File: src/rtl/rv32ima_pkg.sv
// Shared types for the rv32ima CPU/RAM subsystem.
//   ram_state_t    : status returned by the RAM port (FREE/BUSY/ACCESS/ERROR)
//   loader_state_t : control states of the boot-time ram_loader
//   LOADER_WORD_BYTES : bytes packed into one RAM word by the loader
//   word_align()   : clears the byte-offset bits of an address
package rv32ima_pkg;

  typedef enum logic [1:0] {
    FREE   = 2'd0,
    BUSY   = 2'd1,
    ACCESS = 2'd2,
    ERROR  = 2'd3
  } ram_state_t;

  typedef enum logic [2:0] {
    IDLE,
    COLLECT,
    WRITE,
    READ,
    DONE,
    ERR
  } loader_state_t;

  localparam int unsigned LOADER_WORD_BYTES = 4;

  function automatic logic [31:0] word_align(input logic [31:0] addr);
    return addr & 32'hFFFF_FFFC;
  endfunction

endpackage

File: src/rtl/byte_packer.sv
// Little-endian byte-to-word packer for ram_loader.
// Ports:
//   clk, nrst  : clock, asynchronous active-low reset
//   i_clear    : zero the word and restart at lane 0 (wins over i_push)
//   i_push     : insert i_byte into the current lane and advance the lane
//   i_byte     : byte to insert
//   o_word     : packed word; lanes not yet written read as zero
//   o_full     : this push fills the last lane of the word
module byte_packer
  import rv32ima_pkg::*;
(
  input  logic        clk,
  input  logic        nrst,
  input  logic        i_clear,
  input  logic        i_push,
  input  logic [7:0]  i_byte,
  output logic [31:0] o_word,
  output logic        o_full
);

  logic [1:0]  r_idx;
  logic [31:0] r_word;
  logic [31:0] w_ins;

  // Lane idx occupies bits [8*idx+7 : 8*idx]; OR-insert relies on the
  // word being cleared before each new word.
  assign w_ins  = {24'b0, i_byte} << {r_idx, 3'b000};
  assign o_full = i_push && (r_idx == 2'(LOADER_WORD_BYTES - 1));
  assign o_word = r_word;

  always_ff @(posedge clk or negedge nrst) begin
    if (!nrst) begin
      r_idx  <= '0;
      r_word <= '0;
    end else if (i_clear) begin
      r_idx  <= '0;
      r_word <= '0;
    end else if (i_push) begin
      r_idx  <= r_idx + 2'd1;
      r_word <= r_word | w_ins;
    end
  end

endmodule

File: src/rtl/ram_loader.sv
// Boot-time program loader: packs a byte stream into 32-bit little-endian
// words, writes them to RAM (optionally reading each back to verify) and
// holds the CPU in reset until the image is in memory.
// Ports:
//   clk, nrst            : clock, asynchronous active-low reset
//   start                : load request, honoured in IDLE/DONE/ERR only
//   base_addr, byte_len  : image destination and length, captured with start
//   in_data/in_valid/in_ready : byte stream handshake
//   ram_addr/ram_store/ram_wen/ram_ren : RAM request (initiator side)
//   ram_load/ram_state   : RAM read data and status
//   cpu_hold             : keeps the CPU in reset and owns the RAM port
//   done, error          : level status of the last load
module ram_loader
  import rv32ima_pkg::*;
#(
  parameter bit          VERIFY = 1'b1,
  parameter int unsigned LEN_W  = 16
) (
  input  logic             clk,
  input  logic             nrst,
  input  logic             start,
  input  logic [31:0]      base_addr,
  input  logic [LEN_W-1:0] byte_len,
  input  logic [7:0]       in_data,
  input  logic             in_valid,
  output logic             in_ready,
  output logic [31:0]      ram_addr,
  output logic [31:0]      ram_store,
  output logic             ram_wen,
  output logic             ram_ren,
  input  logic [31:0]      ram_load,
  input  ram_state_t       ram_state,
  output logic             cpu_hold,
  output logic             done,
  output logic             error
);

  loader_state_t    r_state, w_next;
  logic [31:0]      r_addr;
  logic [LEN_W-1:0] r_remaining;

  logic        w_start_ok;
  logic        w_load;
  logic        w_push;
  logic        w_last_byte;
  logic        w_more;
  logic        w_advance;
  logic        w_clear;
  logic        w_full;
  logic [31:0] w_word;

  assign w_start_ok  = start && (r_state == IDLE || r_state == DONE || r_state == ERR);
  assign w_load      = w_start_ok && (byte_len != '0);
  assign w_push      = in_valid && (r_state == COLLECT);
  assign w_last_byte = (r_remaining == LEN_W'(1));
  // Evaluated in WRITE/READ, after the word's bytes were already counted.
  assign w_more      = (r_remaining != '0);
  assign w_clear     = w_load || w_advance;

  byte_packer u_packer (
    .clk     (clk),
    .nrst    (nrst),
    .i_clear (w_clear),
    .i_push  (w_push),
    .i_byte  (in_data),
    .o_word  (w_word),
    .o_full  (w_full)
  );

  always_ff @(posedge clk or negedge nrst) begin
    if (!nrst) begin
      r_state <= IDLE;
    end else begin
      r_state <= w_next;
    end
  end

  always_comb begin
    w_next    = r_state;
    w_advance = 1'b0;
    case (r_state)
      IDLE, DONE, ERR: begin
        if (start) begin
          w_next = (byte_len == '0) ? DONE : COLLECT;
        end
      end
      COLLECT: begin
        if (w_push && (w_full || w_last_byte)) begin
          w_next = WRITE;
        end
      end
      WRITE: begin
        if (ram_state == ERROR) begin
          w_next = ERR;
        end else if (ram_state == ACCESS) begin
          if (VERIFY) begin
            w_next = READ;
          end else begin
            w_advance = 1'b1;
            w_next    = w_more ? COLLECT : DONE;
          end
        end
      end
      READ: begin
        if (ram_state == ERROR) begin
          w_next = ERR;
        end else if (ram_state == ACCESS) begin
          if (ram_load == w_word) begin
            w_advance = 1'b1;
            w_next    = w_more ? COLLECT : DONE;
          end else begin
            w_next = ERR;
          end
        end
      end
      default: w_next = IDLE;
    endcase
  end

  always_ff @(posedge clk or negedge nrst) begin
    if (!nrst) begin
      r_addr      <= '0;
      r_remaining <= '0;
    end else if (w_load) begin
      r_addr      <= word_align(base_addr);
      r_remaining <= byte_len;
    end else begin
      if (w_push) begin
        r_remaining <= r_remaining - LEN_W'(1);
      end
      if (w_advance) begin
        r_addr <= r_addr + 32'(LOADER_WORD_BYTES);
      end
    end
  end

  // Every request/status output is a pure state decode or a register, so
  // ram_state/ram_load never reach the RAM request outputs combinationally.
  assign in_ready  = (r_state == COLLECT);
  assign ram_wen   = (r_state == WRITE);
  assign ram_ren   = (r_state == READ);
  assign ram_addr  = r_addr;
  assign ram_store = w_word;
  assign cpu_hold  = (r_state != DONE);
  assign done      = (r_state == DONE);
  assign error     = (r_state == ERR);

endmodule

File: config.mk
export PLATFORM = sky130hd
export DESIGN_NAME = ram_loader
export DESIGN_NICKNAME = d
export VERILOG_FILES = /design/src/rtl/rv32ima_pkg.sv /design/src/rtl/byte_packer.sv /design/src/rtl/ram_loader.sv
export SDC_FILE = /design/constraint.sdc
export NUM_CORES = 1
export LEC_CHECK = 0
export BUFFER_PORTS_ARGS = -buffer_cell sky130_fd_sc_hd__buf_2
export CORE_AREA = 4 4 128 130
export CTS_CLUSTER_DIAMETER = 40
export CTS_CLUSTER_SIZE = 14
export DETAILED_ROUTE_END_ITERATION = 7
export DIE_AREA = 0 0 132 134
export PLACE_DENSITY_LB_ADDON = 0.3
export SLEW_MARGIN = 20
export SYNTH_ARGS = -nofsm -noshare
export SYNTH_HDL_FRONTEND = slang
export SYNTH_HIERARCHICAL = 1
export SYNTH_SLANG_ARGS = --single-unit
File: constraint.sdc
create_clock -name clk -period 3.6 [get_ports clk]
set_clock_uncertainty 0.1 [all_clocks]
set_input_delay 0.18 -clock clk [delete_from_list [all_inputs] [get_ports clk]]
set_output_delay 0.18 -clock clk [all_outputs]
set_load 0.01 [all_outputs]
Word level (Yosys, flattened, before mapping):

Index checks and enable logic that the tools add are counted.

* bitwise operators: 1
* shift-type cells: 1
* muxes and demuxes: 22
* reductions and logical operators: 18
* add/sub/neg operators: 3
* equality and inequality tests: 15

Operators with widths (number)
* 32-bit 2-to-1 mux: 4
* 32-bit by 3-bit adder with 32-bit output (second input constant): 1
* 32-bit equality test: 1
* 16-bit 2-to-1 mux: 2
* 32-bit bitwise OR: 1
* 16-bit nonzero test: 2
* 8-bit by 5-bit left shift with 32-bit output: 1
* 3-bit 2-to-1 mux: 9
* 16-bit by 1-bit equality test with 1-bit output (second input constant): 1
* 16-bit zero test: 1
* 16-bit by 1-bit subtractor with 16-bit output (second input constant): 1
* 3-bit one-hot mux with 4 select lines: 1
* 2-bit equality test (second input constant): 3
* 3-bit by 2-bit equality test with 1-bit output (second input constant): 2
* 3-bit equality test (second input constant): 2
* 3-bit by 1-bit != test with 1-bit output (second input constant): 2
* 2-bit nonzero test: 3
* 1-bit logical AND: 5
* 1-bit logical OR: 4
* 1-bit 2-to-1 mux: 4
* 2-bit 2-to-1 mux: 2
* 4-bit AND reduction: 1
* 3-bit by 1-bit equality test with 1-bit output (second input constant): 1
* 3-bit zero test: 1
* other kinds (5): 5

* input bits: 94
* logic and storage cells: 65
* flip-flop bits (word level): 85

Longest topological paths before layout:

* depth in word-level cells: 7
* depth in mapped cells: 10
* depth with buffers taken out: 9

By module:

Netlist, hierarchy kept.

By module, submodules not included
* ram_loader: area an instance 3808.7 um2, times used 1, cells each 433
* byte_packer: area an instance 1412.6 um2, times used 1, cells each 126

Worst setup path after synthesis:

Ideal clock, no wire load.

* path kind: flip-flop to flip-flop
* start: reg u_packer.r_word[14], in the netlist u_packer/o_word[14]
* end: reg u_packer.r_word[10], in the netlist u_packer/o_word[10]
* data required time: 3365 ps
* arrival: 2386 ps
* buffers on the path: 4
* cell stages (with the launch flop): 11
* slack: 979 ps
* library setup time: 135 ps
* cell sequence: dfrtp_1 xor2_1 nor4_4 and4_4 nand2_4 buf_6 buf_2 o21ai_0 buf_2 buf_2 o22ai_1

* longest elaborated chain between the ends: 7

RTL lines
* start: declaration: RTL line byte_packer.sv:22 `logic [31:0] r_word;`
* start signal: assignment: RTL line byte_packer.sv:40 `r_word <= r_word | w_ins;`
* 32-bit equality test *: RTL line ram_loader.sv:108 `if (ram_load == w_word) begin`
* 1-bit 2-to-1 mux *: RTL line ram_loader.sv:108
* 1-bit 2-to-1 mux *: RTL line ram_loader.sv:107 `end else if (ram_state == ACCESS) begin`
* 1-bit 2-to-1 mux *: RTL line ram_loader.sv:105 `if (ram_state == ERROR) begin`
* 1-bit 2-to-1 mux *
* 1-bit logical OR *: RTL line ram_loader.sv:58 `assign w_clear = w_load || w_advance;`
* via w_clear: RTL line ram_loader.sv:48 `logic w_clear;`
* 32-bit 2-to-1 mux / 2-bit nonzero test (equally long branches)

Mark *: on every way through the listed nets, which the timed path passes. The rest lies on a longest branch.
A chain may end at the register's enable or synchronous reset.

Worst setup path after layout:

* start: reg u_packer.r_word[24], in the netlist u_packer/o_word[24]
* end: reg u_packer.r_word[11], in the netlist u_packer/o_word[11]

Same word-level chain as after synthesis.

==> flow_summary_export.csv <==
group,metric,value,unit
die,rows,45,
setup_path,required,3690,ps
die,ioPinCount,164,
global_route,use_met1,22.7,%
setup_path,cp-start-kind,"register",
global_route,grt-ovfl-total,0,
flow_run,drv_cap,0,
routing,viasPerCell,5.41,
sta,finalCriticalPeriod,2860,ps
sta,final_max_slew_viol_count,0,
synthesis,synth-edff-count,0,
final_layout,nNetsFinal,852,
placement,io_buffer_count,159,
die,start_util,34.5,%
synthesis,syn_area_per_cell,9.34,um^2
hold_path,hp-class,"input port to register",
die,fp.coreArea,15100,um^2
sta,finalHoldViolations,0,
sta,whs,21.8,ps
synthesis,ys_seq_area_share,39.8,%
die,fp.dieArea,17700,um^2
global_route,grt_pass1_vias,5048,
global_route,grt_usage,17.6,%
placement,place_area,6160,um^2
routing,drt_iter0_drc,222,
clocking,postCtsSetupRepairBufs,0,
synthesis,synth_async_sr_flop_share,100,%
sta,fmax,0.350,GHz
synthesis,syn_inst,559,
synthesis,synth_area,5220,um^2
clocking,clockBufferDepth,2,
sta,setup_slack,742,ps
synthesis,synth-seq-cells,83,
synthesis,yosysTopAreaCell,"dfrtp_1",
synthesis,ys_warn_count,6,
die,die_y,134,um
setup_path,critical_path_arrival,2950,ps
routing,num_vias,5118,
setup_path,r2r_slack,740,ps
clocking,clkSinkCount,83,
pwr,power_density,708,nW/um^2
clocking,numCtsBuffers,9,
clocking,clk_latency,350,ps
final_layout,fill_cells,1428,
setup_path,worstSetupEndpointType,"register",
pwr,p_clk_share,22.7,%
clocking,clockRootBuffer,"clkbuf_16",
clocking,clkTransAtPathRegs,60,ps
routing,drt-total-wl,15600,um
sta,setup_viol,0,
synthesis,ys.flop_type,"dfrtp_1",
clocking,htreeDepth,3,
clocking,cts_tree,"built",
routing,wire_per_inst,16.5,um
global_route,grt_pass1_wl,25400,um
global_route,met3_usage,3.41,%
pwr,p_int,2.91,mW
final_layout,final_area,6960,um^2
final_layout,drive_above_1_share,28.8,%
pwr,p_leak,3.17,nW
synthesis,synthTopCellsByArea,"dfrtp_1, xor2_1, nand2_1",
placement,gp_congestion,0.857,
setup_path,cp_slowest_stage_delay,580,ps
global_route,grt_antenna_before_repair,1,
pwr,ir_drop,284,uV
global_route,grt_start_max_net_pins,62,
pwr,p_seq_share,36.0,%
synthesis,synth_top_area_share,39.8,%
placement,pre_cts_slack,764,ps
pwr,power.switching,2.01,mW
sta,worst_pin_slew,995,ps
sta,fin_crit_sh,79.4,%
sta,max_slew_margin,33.6,%
final_layout,syn_to_final_growth,33.3,%
final_layout,num_antenna_cells,0,
synthesis,yosysMostFrequentCell,"dfrtp_1",
setup_path,cp_max_fo,22,
setup_path,crit_chain,"xor2_1 -> nor4_4 -> and4_4 -> nand2_4 -> o21ai_2 -> nand2b_1 -> o22ai_1",
setup_path,cpMaxStageDelayCell,"o21ai_2",
routing,drcViolationCount,0,
setup_path,critPathKind,"register to register",
placement,hpwlAfterDp,11500,um
pwr,power_switching_share,40.9,%
global_route,busiest_layer,"met2",
sta,rsz0062_at_grt,"no",
global_route,met2_usage,28.8,%
sta,fin_setup_tns,0,ps
die,die_w,132,um
synthesis,yosys-top-cells-count,"dfrtp_1, nand2_1, inv_1, nand3_1, nor2_1",
routing,drt_pass1_iterations,5,
routing,drtAntennaViolNets,0,
synthesis,ys_types,69,
pwr,comb_power_share,41.2,%
run_status,status,"finished, final reports clean",
[per-layer routing]
layer  share of wire (%)  up-vias
li1                    -     2432
met3                 5.9       32
met4                 2.7        2
met1                  44     2461
met5                0.11        -
met2                  47      191
[final cells by class]
class,instances,area (um^2),area share [%]
timing repair buffer,207,1270,18.2
clock inverter,4,95.1,1.37
tap,188,235,3.38
sequential,83,2080,29.8
inverter,44,165,2.37
clock buffer,12,267,3.83
multi-input combinational,408,2850,41.0
[worst paths after layout]
check                                      end           startpoint  cells after the start
setup reg to reg           u_packer/o_word[11]  u_packer/o_word[24]                      7
hold reg to reg                r_remaining[15]      r_remaining[15]                      1
max in group asynchronous         ram_addr[10]                 nrst                      3
hold / removal                    ram_addr[17]        base_addr[17]                      3
setup / recovery           u_packer/o_word[11]  u_packer/o_word[24]                      7
min in group asynchronous   u_packer/o_word[3]                 nrst                      2
[placed cells by master (no fill, tap or decap), types with 14 or more instances in the layout]
| master | instances |
|---|---|
| buf_2 | 158 |
| nand2_1 | 51 |
| nor2_1 | 35 |
| a21oi_1 | 14 |
| xor2_1 | 34 |
| inv_1 | 43 |
| nand3_1 | 35 |
| o22ai_1 | 22 |
| dfrtp_1 | 83 |
| dlygate4sd3_1 | 44 |
[stage by stage]
stage | instances | util, % | power (mW)
2_1_floorplan | 560 | - | 3.10
3_3_place_gp | 886 | 40.7 | 3.73
3_5_place_dp | 886 | 40.7 | 3.78
4_1_cts | 946 | 45.9 | 4.96
5_1_grt | 946 | 45.9 | 5.28
6_report | 946 | 45.9 | 4.92
[worst max-delay path: cells and delay by family, from the launching register on]
kind            cells  cell delay (ps)
compound gates      2              720
flops               1              410
xor+xnor            1              190
simple gates        4             1280
[kinds of logic after synthesis]
kind of cell | synth area share, %
buf+inv | 5.87
mux | 1.39
xor+xnor | 7.38
flops | 39.8
fa+ha+maj | 1.20
simple gates | 29.3
compound gates | 15.0
other cells | 0.0718
[what timing repair did]
action	4_1_cts	5_1_grt
hold buffers	44	0
hold endpoints to repair	103	0
gates resized for setup	0	0
endpoints found under the setup margin	0	0
[power by group through the flow]
| stage | clock (mW) | combinational (mW) | sequential (mW) |
|---|---|---|---|
| after floorplan | 0 | 1.33 | 1.77 |
| after detailed placement | 0 | 2.01 | 1.77 |
| after global placement | 0 | 1.97 | 1.76 |
| after CTS | 1.14 | 2.05 | 1.77 |
| after global routing | 1.17 | 2.27 | 1.84 |
| final | 1.12 | 2.03 | 1.77 |
[sequential cells by signal, summed over array words and instances, names as in the netlist]
| signal | cells |
|---|---|
| u_packer/o_word | 32 |
| ram_addr | 30 |
| r_state | 3 |
| r_remaining | 16 |
| u_packer/r_idx | 2 |
(Power assumes the default switching activity.)
